===== src/rtl/pipe_stage_reg_if.sv =====
// Bus bundle for pipe_stage_reg: upstream payload/control, hazard controls,
// and the registered outputs of the last stage plus the late lane.
interface pipe_stage_reg_if #(
  parameter int DATA_W = 96,
  parameter int CTRL_W = 8,
  parameter int LATE_W = 32,
  parameter int DEPTH  = 1
);
  localparam int OCC_W = $clog2(DEPTH + 1);

  logic              in_valid;
  logic [DATA_W-1:0] in_data;
  logic [CTRL_W-1:0] in_ctrl;
  logic [LATE_W-1:0] late_in;
  logic              stall;
  logic              flush;
  logic              out_valid;
  logic [DATA_W-1:0] out_data;
  logic [CTRL_W-1:0] out_ctrl;
  logic [LATE_W-1:0] late_out;
  logic [OCC_W-1:0]  occupancy;

  // Upstream stage / hazard unit side.
  modport master (
    output in_valid, in_data, in_ctrl, late_in, stall, flush,
    input  out_valid, out_data, out_ctrl, late_out, occupancy
  );

  // Pipeline register side.
  modport slave (
    input  in_valid, in_data, in_ctrl, late_in, stall, flush,
    output out_valid, out_data, out_ctrl, late_out, occupancy
  );
endinterface


===== src/rtl/pipe_stage_reg.sv =====
// DEPTH-deep CPU pipeline register with stall, flush and occupancy count.
// A separate late lane captures memory read data on the falling edge
// (LATE_NEG=1) or together with the last stage on the rising edge.
// Every output comes straight from a register or from register-only logic.
module pipe_stage_reg #(
  parameter int DATA_W     = 96,
  parameter int CTRL_W     = 8,
  parameter int LATE_W     = 32,
  parameter int DEPTH      = 1,
  parameter int LATE_NEG   = 1,
  parameter int FLUSH_DATA = 0
) (
  input  logic            clk,
  input  logic            nrst,
  pipe_stage_reg_if.slave p
);
  localparam int OCC_W = $clog2(DEPTH + 1);

  logic [DEPTH-1:0]             vld_q,  vld_d;
  logic [DEPTH-1:0][CTRL_W-1:0] ctrl_q, ctrl_d;
  logic [DEPTH-1:0][DATA_W-1:0] data_q, data_d;
  logic [LATE_W-1:0]            late_q, late_d;
  logic [OCC_W-1:0]             occ;

  // Stage chain next state: flush squashes, stall holds, otherwise shift by one.
  always_comb begin
    vld_d  = vld_q;
    ctrl_d = ctrl_q;
    data_d = data_q;
    if (p.flush) begin
      vld_d  = '0;
      ctrl_d = '0;
      if (FLUSH_DATA != 0) begin
        data_d = '0;
      end
    end else if (!p.stall) begin
      vld_d[0]  = p.in_valid;
      ctrl_d[0] = p.in_ctrl;
      data_d[0] = p.in_data;
      for (int k = 1; k < DEPTH; k++) begin
        vld_d[k]  = vld_q[k-1];
        ctrl_d[k] = ctrl_q[k-1];
        data_d[k] = data_q[k-1];
      end
    end
  end

  // Stage chain registers, cleared asynchronously.
  always_ff @(posedge clk or posedge nrst) begin
    if (nrst) begin
      vld_q  <= '0;
      ctrl_q <= '0;
      data_q <= '0;
    end else begin
      vld_q  <= vld_d;
      ctrl_q <= ctrl_d;
      data_q <= data_d;
    end
  end

  // Late lane next state: same squash/hold/load priority as the stages.
  always_comb begin
    late_d = late_q;
    if (p.flush) begin
      late_d = '0;
    end else if (!p.stall) begin
      late_d = p.late_in;
    end
  end

  generate
    if (LATE_NEG != 0) begin : g_late_neg
      // Falling-edge capture gives memory read data an extra half cycle.
      always_ff @(negedge clk or posedge nrst) begin
        if (nrst) late_q <= '0;
        else      late_q <= late_d;
      end
    end else begin : g_late_pos
      // Rising-edge capture, in step with the last stage.
      always_ff @(posedge clk or posedge nrst) begin
        if (nrst) late_q <= '0;
        else      late_q <= late_d;
      end
    end
  endgenerate

  // Popcount of valid bits; bounded by DEPTH so it cannot wrap.
  always_comb begin
    occ = '0;
    for (int k = 0; k < DEPTH; k++) begin
      occ = occ + OCC_W'(vld_q[k]);
    end
  end

  // Bubbles never present control bits, so write enables stay low.
  assign p.out_valid = vld_q[DEPTH-1];
  assign p.out_data  = data_q[DEPTH-1];
  assign p.out_ctrl  = vld_q[DEPTH-1] ? ctrl_q[DEPTH-1] : '0;
  assign p.late_out  = late_q;
  assign p.occupancy = occ;
endmodule


===== src/flat_wrapper.sv =====
// flat-port wrapper written by rule: the top's interface ports become plain ports
module pipe_stage_reg_flat 
#(
  parameter int DATA_W     = 96,
  parameter int CTRL_W     = 8,
  parameter int LATE_W     = 32,
  parameter int DEPTH      = 1,
  parameter int LATE_NEG   = 1,
  parameter int FLUSH_DATA = 0
)
  (clk, nrst, p_in_valid, p_in_data, p_in_ctrl, p_late_in, p_stall, p_flush, p_out_valid, p_out_data, p_out_ctrl, p_late_out, p_occupancy);
  pipe_stage_reg_if #(.DATA_W(DATA_W), .CTRL_W(CTRL_W), .LATE_W(LATE_W), .DEPTH(DEPTH)) p_i ();
  input  logic clk;
  input  logic nrst;
  input wire logic [$bits(p_i.in_valid)-1:0] p_in_valid;
  input wire logic [$bits(p_i.in_data)-1:0] p_in_data;
  input wire logic [$bits(p_i.in_ctrl)-1:0] p_in_ctrl;
  input wire logic [$bits(p_i.late_in)-1:0] p_late_in;
  input wire logic [$bits(p_i.stall)-1:0] p_stall;
  input wire logic [$bits(p_i.flush)-1:0] p_flush;
  output wire logic [$bits(p_i.out_valid)-1:0] p_out_valid;
  output wire logic [$bits(p_i.out_data)-1:0] p_out_data;
  output wire logic [$bits(p_i.out_ctrl)-1:0] p_out_ctrl;
  output wire logic [$bits(p_i.late_out)-1:0] p_late_out;
  output wire logic [$bits(p_i.occupancy)-1:0] p_occupancy;
  assign p_i.in_valid = p_in_valid;
  assign p_i.in_data = p_in_data;
  assign p_i.in_ctrl = p_in_ctrl;
  assign p_i.late_in = p_late_in;
  assign p_i.stall = p_stall;
  assign p_i.flush = p_flush;
  assign p_out_valid = p_i.out_valid;
  assign p_out_data = p_i.out_data;
  assign p_out_ctrl = p_i.out_ctrl;
  assign p_late_out = p_i.late_out;
  assign p_occupancy = p_i.occupancy;
  pipe_stage_reg #(.DATA_W(DATA_W), .CTRL_W(CTRL_W), .LATE_W(LATE_W), .DEPTH(DEPTH), .LATE_NEG(LATE_NEG), .FLUSH_DATA(FLUSH_DATA)) u_core (.clk(clk), .nrst(nrst), .p(p_i));
endmodule

===== config.mk =====
export PLATFORM = sky130hd
export DESIGN_NAME = pipe_stage_reg_flat
export DESIGN_NICKNAME = d
export VERILOG_FILES = /design/src/rtl/pipe_stage_reg_if.sv /design/src/rtl/pipe_stage_reg.sv /design/src/flat_wrapper.sv
export SDC_FILE = /design/constraint.sdc
export NUM_CORES = 1
export LEC_CHECK = 0
export ABC_AREA = 1
export CELL_PAD_IN_SITES_DETAIL_PLACEMENT = 1
export CELL_PAD_IN_SITES_GLOBAL_PLACEMENT = 1
export CORE_ASPECT_RATIO = 0.75
export CORE_MARGIN = 2
export CORE_UTILIZATION = 27
export CTS_BUF_LIST = sky130_fd_sc_hd__clkbuf_4
export CTS_CLUSTER_DIAMETER = 80
export DETAILED_ROUTE_END_ITERATION = 10
export GPL_TIMING_DRIVEN = 1
export PLACE_DENSITY = 0.82
export SETUP_SLACK_MARGIN = 0.15
export SLEW_MARGIN = 20
export SYNTH_ARGS = -nofsm -noshare
export SYNTH_HDL_FRONTEND = slang
export SYNTH_SLANG_ARGS = --single-unit

===== constraint.sdc =====
create_clock -name clk -period 5.3 [get_ports clk]
set_input_delay 1.59 -clock clk [delete_from_list [all_inputs] [get_ports clk]]
set_output_delay 1.59 -clock clk [all_outputs]
set_load 0.01 [all_outputs]

# Word-level counts from Yosys, hierarchy flattened
# Cells that the tools add are included.
# word_totals
elab_cells,15
reg_bits,137
in_bits,141
out_inout_bits,138
# op_classes
n_reduce_logical,1
eq_ne,1
bitwise_logic,2
muxes,7
# op_table
operator,n
2-to-1 mux 32 bit,2
2-to-1 mux 8 bit,3
2-to-1 mux 1 bit,2
"inequality test 2 x 1 -> 1 bit, second input constant",1
inverter 1 bit,2
AND reduction 2 bit,1

# Depth between registers and ports, before layout
# logic_depth
depth_word,2
mapped_depth,7
depth_no_buf,3

==> flow_metrics.py <==
metrics = {
    "worst_setup_path": {
        "timing.rr.end": "u_core.p.late_out[19]$_DFFE_NP0P_",
        "r2r-start": "u_core.p.late_out[19]$_DFFE_NP0P_",
        "critPathKind": "reg2out",
        "crit_family": "flip-flops",
        "cpMaxStageDelayCell": "dfrtn_1",
        "reg2reg_setup_slack_ps": 4420,
        "startpoint_type": "register",
        "crit_chain": "buf_2",
        "required_ps": 3710,
        "ff2ff_path_depth": 4,
        "cp_num_buf_inv": 1,
        "crit_fanout": 2,
        "endpoint_kind": "primary output",
        "crit_arrival_ps": 3690,
        "worst_path_largest_cell_delay_ps": 450,
    },
    "clock_tree": {
        "clk_path_buf_depth": 2,
        "htreeDepth": 4,
        "clkTransAtPathRegs_ps": 90,
        "hold_buffers": 0,
        "cts.sinks": 137,
        "tritoncts.num_buffers": 17,
        "cts_tree": "done",
        "clock_latency_ps": 510,
        "ctsRootBufferMaster": "clkbuf_4",
    },
    "routing": {
        "drtAntennaViolNets": 0,
        "via_per_inst": 4.52,
        "wl_per_cell_um": 16.5,
        "dr_total_vias": 5278,
        "wl_um": 19300,
        "dr.pass1.iters": 4,
        "drc_errors": 0,
        "drtIter0Drc": 228,
    },
    "logic_synthesis": {
        "syn_nets": 755,
        "synth_common_cells": "282 x nand2_1, 105 x dfrtp_1, 96 x o21ai_0",
        "syn_area_um2": 5590,
        "synth_ff_type": "dfrtp_1",
        "syn_avg_cell_area_um2": 9.10,
        "seq_area_frac_synth": 0.614,
        "syn_inst": 614,
        "netlist-cell-type-count": 12,
        "yosys_warnings": 0,
        "yosysMostFrequentCell": "nand2_1",
        "ys_ff_latch": 137,
        "yosys-top-cells-area": "dfrtp_1 47%, nand2_1 19%, dfrtn_1 14%, o21ai_0 8.6%, buf_6 4.2%",
        "yosysTopAreaCell": "dfrtp_1",
        "synth_edf_count": 0,
        "netlist.area_leader.share": 0.470,
        "async_flop_share": 1.00,
    },
    "power_and_ir_drop": {
        "total_power_uw": 2450,
        "p_int_uw": 1710,
        "seqPwrFrac": 0.494,
        "combPwrFrac": 0.238,
        "ir_drop_uv": 116,
        "p_per_area_nw_per_um2": 279,
        "power.leakage_uw": 0.00429,
        "swShare": 0.302,
        "p_sw_uw": 738,
        "clkPwrFrac": 0.268,
    },
    "grt": {
        "grt_first_pass_wirelength_um": 29900,
        "antenna_found_initial": 0,
        "track_usage": 0.176,
        "overflow": 0,
        "grt_start_max_net_pins": 83,
        "grt_pass1_vias": 5496,
    },
    "cells_and_area": {
        "n_fill_cell": 2338,
        "fin_area_um2": 8760,
        "syn_to_final_growth_pct": 56.8,
        "diodes": 0,
        "nNetsFinal": 1039,
        "drive_gt1_frac": 0.109,
    },
    "die": {
        "die_y_um": 129,
        "core_area_um2": 20300,
        "start_util": 0.276,
        "rows": 45,
        "die-area_um2": 21900,
        "die_w_um": 170,
        "pin_count": 279,
    },
    "timing": {
        "rsz0062_at_grt": "yes",
        "setup_tns_ps": 0,
        "hold_violations": 0,
        "worst-slew-pin-transition_ps": 796,
        "setup_ws_ps": 17.1,
        "fin_skew_ps": 0,
        "relSlewSlack": 0.469,
        "finalSetupViolCount": 0,
        "drv_slew": 0,
    },
    "min_path": {
        "min_path_cells": 2,
        "hp-class": "reg2reg",
        "hold_end": "u_core.p.late_out[9]$_DFFE_NP0P_",
        "holdCritStartpoint": "u_core.p.late_out[9]$_DFFE_NP0P_",
    },
    "place": {
        "placed_cell_area_um2": 8510,
        "io_buffers": 278,
        "hpwlAfterDp_um": 13700,
        "gp_congestion": 0.719,
        "pre_cts_slack_ps": 79.1,
    },
    "job": {
        "maxCapViolations": 0,
    },
    "outcome": {
        "status": "finished clean",
    },
}
[registers in the layout, summed over array words and instances, names as in the netlist]
| register | cells |
|---|---|
| u_core.p.out_data | 96 |
| u_core.p.late_out | 32 |
| u_core.ctrl_q | 8 |
| u_core.p.out_valid | 1 |
[cells by family after synthesis]
logic type,after synthesis,share of synthesized area
simple gates,324,0.230
buf+inv,57,0.0703
compound gates,96,0.0860
flops,137,0.614
[cell type report]
class                      count  area (um^2)  share of cell area
clock buffer                  17          128              0.0146
sequential                   137         3430               0.391
multi-input combinational    420         1760               0.201
timing repair buffer         312         2950               0.337
tap                          258          323              0.0369
clock inverter                14          124              0.0141
inverter                      10         41.3             0.00471
[per-layer routing]
metal,vias up,global-route usage,wire length [um],share of wire
met3,31,0.0726,1750,0.091
li1,2510,-,-,-
met1,2554,0.214,8260,0.43
met4,0,0.0659,476,0.025
met5,-,0,0,0
met2,183,0.282,8820,0.46
[worst max-delay path by stage]
stage,cells past startpoint,slack (ps),start,to
floorplan,1,-540,nrst,u_core.p.late_out[0]$_DFFE_NP0P_
global placement,1,120,u_core.p.late_out[11]$_DFFE_NP0P_,p_late_out[11]
detailed placement,1,80,u_core.p.late_out[22]$_DFFE_NP0P_,p_late_out[22]
CTS,1,-50,u_core.p.late_out[23]$_DFFE_NP0P_,p_late_out[23]
global route,1,-90,u_core.p.late_out[16]$_DFFE_NP0P_,p_late_out[16]
finish,1,20,u_core.p.late_out[23]$_DFFE_NP0P_,p_late_out[23]
[what timing repair did]
item | 4_1_cts | 5_1_grt
gates resized for setup | 129 | 0
pin swaps | 0 | 0
endpoints found under the hold margin | 0 | 0
buffers inserted | 11 | 9
setup endpoints to repair | 32 | 32
[metrics by stage]
step	util	hold WS [ps]	instances
final	0.432	461	1168
after global placement	0.420	453	1117
after CTS	0.429	460	1159
after floorplan	-	476	614
after detailed placement	0.420	458	1117
after global routing	0.432	475	1168
[cell usage in the layout (no fill, tap or decap), types with 6 or more instances in the layout]
cell type,instances
buf_12,6
dfrtp_1,105
buf_2,32
clkbuf_4,17
clkinvlp_4,6
clkdlybuf4s50_1,244
dfrtn_1,32
buf_4,29
inv_1,9
o21ai_0,96
nand2_1,282
nand3_1,41
[power by group through the flow]
stage	sequential, uW	clock (uW)	combinational (uW)
6_report	1210	655	583
4_1_cts	1210	693	587
3_5_place_dp	1230	0	590
5_1_grt	1220	734	635
2_1_floorplan	1280	0	157
3_3_place_gp	1220	0	579
Power figures use the tool's default switching activity.
